File: src/rtl/uart_tl_pkg.sv
// Shared UART/TileLink bridge definitions: packet geometry and assembler states.
package uart_tl_pkg;
  localparam int unsigned PKT_BYTES  = 16;
  localparam int unsigned PKT_BITS   = 128;
  localparam int unsigned BYTE_IDX_W = 4;

  typedef enum logic {
    COLLECT = 1'b0,
    HOLD    = 1'b1
  } pkt_state_t;
endpackage

File: src/rtl/uart_pkt_sat_counter.sv
// Saturating up-counter with synchronous clear, used for assembler diagnostics.
module uart_pkt_sat_counter #(
  parameter int unsigned W = 8
) (
  input  logic         sysclk,
  input  logic         clear,
  input  logic         inc,
  output logic [W-1:0] count
);

  always_ff @(posedge sysclk) begin
    if (clear) begin
      count <= '0;
    end else if (inc && (count != '1)) begin
      count <= count + 1'b1;
    end
  end

endmodule

File: src/rtl/uart_packet_assembler.sv
// Gathers 16 UART bytes into a 128-bit packet (byte 0 at LSBs) behind valid/ready.
// Optional inter-byte timeout resync is enabled by defining UART_PKT_TIMEOUT_EN.
module uart_packet_assembler
  import uart_tl_pkg::*;
#(
  parameter int unsigned PKT_BYTES      = 16,
  parameter int unsigned TIMEOUT_CYCLES = 100000,
  parameter int unsigned CNT_W          = 8
) (
  input  logic                sysclk,
  input  logic                reset,
  input  logic                rx_valid,
  input  logic [7:0]          rx_data,
  output logic                packet_valid,
  input  logic                packet_ready,
  output logic [PKT_BITS-1:0] packet_data,
  output logic                busy,
  output logic [CNT_W-1:0]    overrun_count,
  output logic [CNT_W-1:0]    timeout_count
);

  pkt_state_t            state;
  logic [BYTE_IDX_W-1:0] byte_cnt;
  logic                  timeout_fire;
  logic                  last_byte;
  logic                  overrun_inc;

  assign last_byte   = (byte_cnt == BYTE_IDX_W'(PKT_BYTES - 1));
  assign busy        = (state == COLLECT) && (byte_cnt != '0);
  assign overrun_inc = (state == HOLD) && rx_valid;

`ifdef UART_PKT_TIMEOUT_EN
  localparam int unsigned IDLE_W = (TIMEOUT_CYCLES > 1) ? $clog2(TIMEOUT_CYCLES) : 1;

  logic [IDLE_W-1:0] idle_cnt;
  logic              idle_expired;

  assign idle_expired = (idle_cnt == IDLE_W'(TIMEOUT_CYCLES - 1));
  // A byte arriving on the expiry cycle wins over the timeout.
  assign timeout_fire = busy && !rx_valid && idle_expired;

  always_ff @(posedge sysclk) begin
    if (reset || !busy || rx_valid || idle_expired) begin
      idle_cnt <= '0;
    end else begin
      idle_cnt <= idle_cnt + 1'b1;
    end
  end
`else
  // Timeout hardware absent; parameter retained so overrides stay portable.
  assign timeout_fire = 1'b0 && (TIMEOUT_CYCLES != 0);
`endif

  always_ff @(posedge sysclk) begin
    if (reset) begin
      state        <= COLLECT;
      byte_cnt     <= '0;
      packet_data  <= '0;
      packet_valid <= 1'b0;
    end else begin
      case (state)
        COLLECT: begin
          if (rx_valid) begin
            packet_data[{byte_cnt, 3'b000} +: 8] <= rx_data;
            if (last_byte) begin
              state        <= HOLD;
              packet_valid <= 1'b1;
              byte_cnt     <= '0;
            end else begin
              byte_cnt <= byte_cnt + 1'b1;
            end
          end else if (timeout_fire) begin
            byte_cnt <= '0;
          end
        end
        HOLD: begin
          if (packet_ready) begin
            state        <= COLLECT;
            packet_valid <= 1'b0;
          end
        end
        default: begin
          state        <= COLLECT;
          packet_valid <= 1'b0;
        end
      endcase
    end
  end

  uart_pkt_sat_counter #(.W(CNT_W)) u_overrun_cnt (
    .sysclk (sysclk),
    .clear  (reset),
    .inc    (overrun_inc),
    .count  (overrun_count)
  );

  uart_pkt_sat_counter #(.W(CNT_W)) u_timeout_cnt (
    .sysclk (sysclk),
    .clear  (reset),
    .inc    (timeout_fire),
    .count  (timeout_count)
  );

endmodule

File: config.mk
export PLATFORM = sky130hd
export DESIGN_NAME = uart_packet_assembler
export DESIGN_NICKNAME = d
export VERILOG_FILES = /design/src/rtl/uart_tl_pkg.sv /design/src/rtl/uart_pkt_sat_counter.sv /design/src/rtl/uart_packet_assembler.sv
export SDC_FILE = /design/constraint.sdc
export NUM_CORES = 1
export LEC_CHECK = 0
export ABC_AREA = 1
export BUFFER_PORTS_ARGS = -buffer_cell sky130_fd_sc_hd__buf_2
export CORE_ASPECT_RATIO = 0.6
export CORE_MARGIN = 5
export CORE_UTILIZATION = 25
export CTS_CLUSTER_DIAMETER = 40
export DETAILED_ROUTE_END_ITERATION = 10
export PLACE_DENSITY = 0.4
export SYNTH_ARGS = -nofsm -noshare
export SYNTH_HDL_FRONTEND = slang
export SYNTH_SLANG_ARGS = --single-unit
File: constraint.sdc
create_clock -name sysclk -period 7 [get_ports sysclk]
set_clock_uncertainty 0.05 [all_clocks]
set_input_delay 1.05 -clock sysclk [delete_from_list [all_inputs] [get_ports sysclk]]
set_output_delay 1.05 -clock sysclk [all_outputs]
set_load 0.1 [all_outputs]
==> results.yml <==
sta:
  drv_slew: 0
  rsz0062_at_grt: "no"
  setup-violations-final: 0
  finalSetupTns_ns: 0
  min_period_over_period_pct: 51.01
  worst_pin_slew_ns: 1.030
  fmax_mhz: 280.1
  timing.slew.headroom_pct: 31.24
  hold_viol_final: 0
  period_needed_ns: 3.571
clock_network:
  cts_buffers: 17
  post_cts_buffers: 0
  cts_max_level: 4
  clk_pin_slew_ns: 0.06
  cts_sinks: 142
  cts_resized: 0
  clock-root-buffer: "clkbuf_16"
  clockBufferDepth: 2
  cts_tree: "yes"
  clk_latency_ns: 0.43
  ctsHoldBuffers: 0
floorplanning:
  coreArea_mm2: 0.02303
  die_h_um: 128.3
  start_util_pct: 25.34
  num_rows: 43
  die_width_um: 207.2
  dieArea_mm2: 0.02659
  io_pins: 158
placed_design:
  routabilityCongestion: 0.8054
  dp.cells: 1230
  dpl.hpwl_mm: 15.50
  port_buffers: 149
  dpl_cell_area_mm2: 0.006788
finish:
  nets: 951
  diodes: 0
  fin_util_pct: 32.15
  drive_gt1_share_pct: 20.80
  area_growth_pct: 26.89
  fin_area_mm2: 0.007403
  fin_cells: 1262
drt:
  first_pass_iters: 4
  wl_mm: 22.01
  wl_per_cell_um: 17.44
  via_per_inst: 4.425
  drt_iter0_drc: 377
  drc: 0
  ant_nets: 0
  vias: 5584
grt:
  grt_pass1_vias: 5287
  grt-ovfl-total: 0
  track_usage_pct: 16.34
  grt_antenna_before_repair: 0
  grt_max_degree: 70
  grt_pass1_wl_mm: 33.47
setup_path:
  cp.arrival_ns: 2.47
  crit_fanout: 21
  endpoint_kind: "primary output"
  crit_required_ns: 5.90
  path_class: "flip-flop to primary output"
  critPathLaunchType: "flip-flop"
logic_synthesis:
  ys_ff_latch: 142
  ys_warn_count: 0
  synth.area.top_cells: "dfxtp_1 49%, nand2_1 11%, nor2_1 9.5%"
  synth_cell_types: 28
  yosysTopAreaCell: "dfxtp_1"
  synth-seq-area-share_pct: 48.72
  synth_area_mm2: 0.005834
  synthCells: 803
  synth_top_cell_area_share_pct: 48.72
  syn_area_per_cell_um2: 7.266
pwr:
  power.leakage_nw: 3.416
  p_per_area_mw_per_mm2: 275.1
  ir_worst_vdd_uv: 166.6
run:
  drv_cap: 0
hold_path:
  min_path_type: "flip-flop to flip-flop"
run_status:
  outcome: "completed"
-- worst max-delay path, stage by stage, from the launching register on --
cell	delay [ns]
dfxtp_1	0.51
inv_1	0.39
ha_1	0.41
nand3_2	0.16
nand2_1	0.06
inv_1	0.08
buf_2	0.43
-- placed cells by master, fill, tap and decap left out, types with 2 or more instances in the layout --
cell type	Yosys	layout
nand2_1	166	166
buf_2	17	149
nor2_1	148	148
dfxtp_1	142	142
a21oi_1	83	83
inv_1	53	53
o21ai_0	44	44
nand4_1	39	39
nand3_1	31	31
nor3_1	21	21
clkbuf_16	0	17
conb_1	1	8
nor2_2	6	6
ha_1	5	5
bufinv_16	0	4
clkinv_2	0	4
nand2_2	3	3
clkbuf_1	19	3
buf_4	10	3
inv_2	2	2
nand3_2	2	2
clkinv_4	0	2
-- final cells by class --
| class | instances | area [um2] |
|---|---|---|
| Sequential cell | 142 | 2843 |
| Clock inverter | 11 | 165.2 |
| Timing Repair Buffer | 152 | 768.2 |
| Inverter | 56 | 210.2 |
| Fill cell | 2558 | 15620 |
| Clock buffer | 21 | 450.4 |
| Multi-Input combinational cell | 565 | 2572 |
| Tap cell | 315 | 394.1 |
-- state kept, by name, indices dropped and copies added (netlist names) --
| signal | flops |
|---|---|
| packet_data | 128 |
| packet_valid | 1 |
| byte_cnt | 4 |
| u_overrun_cnt.count | 8 |
| state | 1 |
-- power by group --
group          total (mW)  internal, mW  switching, mW
logic               0.237        0.0316          0.205
registers           0.825         0.818        0.00723
clock network       0.975         0.605          0.370
total                2.04          1.45          0.582
-- cell families (layout without fill, tap and decap cells) --
group / Yosys count / count (layout) / share of synthesized area [%]
adder cells (fa/ha/maj): 5 / 5 / 1.072
flip-flops: 142 / 142 / 48.72
AND/OR/NAND/NOR: 420 / 420 / 30.82
AO/OA/AOI/OAI: 129 / 129 / 11.11
other: 1 / 8 / 0.06427
buffers and inverters: 103 / 240 / 7.763
XOR/XNOR: 3 / 3 / 0.4504
-- through the flow --
stage	hold WS (ns)	setup slack (ns)	power, mW
6_report	0.4109	3.429	2.037
5_1_grt	0.4308	3.031	2.101
4_1_cts	0.4124	3.413	2.051
3_5_place_dp	0.4028	3.158	1.080
3_3_place_gp	0.4031	3.178	1.080
2_1_floorplan	0.4195	4.057	1.027
-- synth_stat cells (all sizes together) --
library cell / n
inv: 55
a21oi: 83
xor2: 1
nor2: 155
clkinv: 1
xnor2: 2
conb: 1
nor3: 21
clkbuf: 19
buf: 28
ha: 5
dfxtp: 142
nand3b: 1
nand2: 169
a211oi: 1
o21ai: 45
nand4: 40
nor3b: 1
nand3: 33
-- layer usage --
metal / GRT usage [%] / vias to the layer above / part of all wire [%]
li1: - / 2865 / -
met1: 26.00 / 2552 / 56
met2: 20.82 / 151 / 37
met4: 3.846 / 0 / 0.95
met3: 5.093 / 16 / 6.1
met5: 0 / - / 0
-- final timing paths --
path,end,depth (start not counted),slack (ns),from
worst min register to register,packet_data[79]$_SDFFE_PP0P_,2,0.41,packet_data[79]$_SDFFE_PP0P_
worst max register to register,packet_data[85]$_SDFFE_PP0P_,9,3.44,byte_cnt[0]$_SDFFE_PP0P_
worst min-delay path,packet_data[79]$_SDFFE_PP0P_,2,0.41,packet_data[79]$_SDFFE_PP0P_
worst max-delay path,busy,6,3.43,byte_cnt[0]$_SDFFE_PP0P_
(Power assumes the default switching activity.)
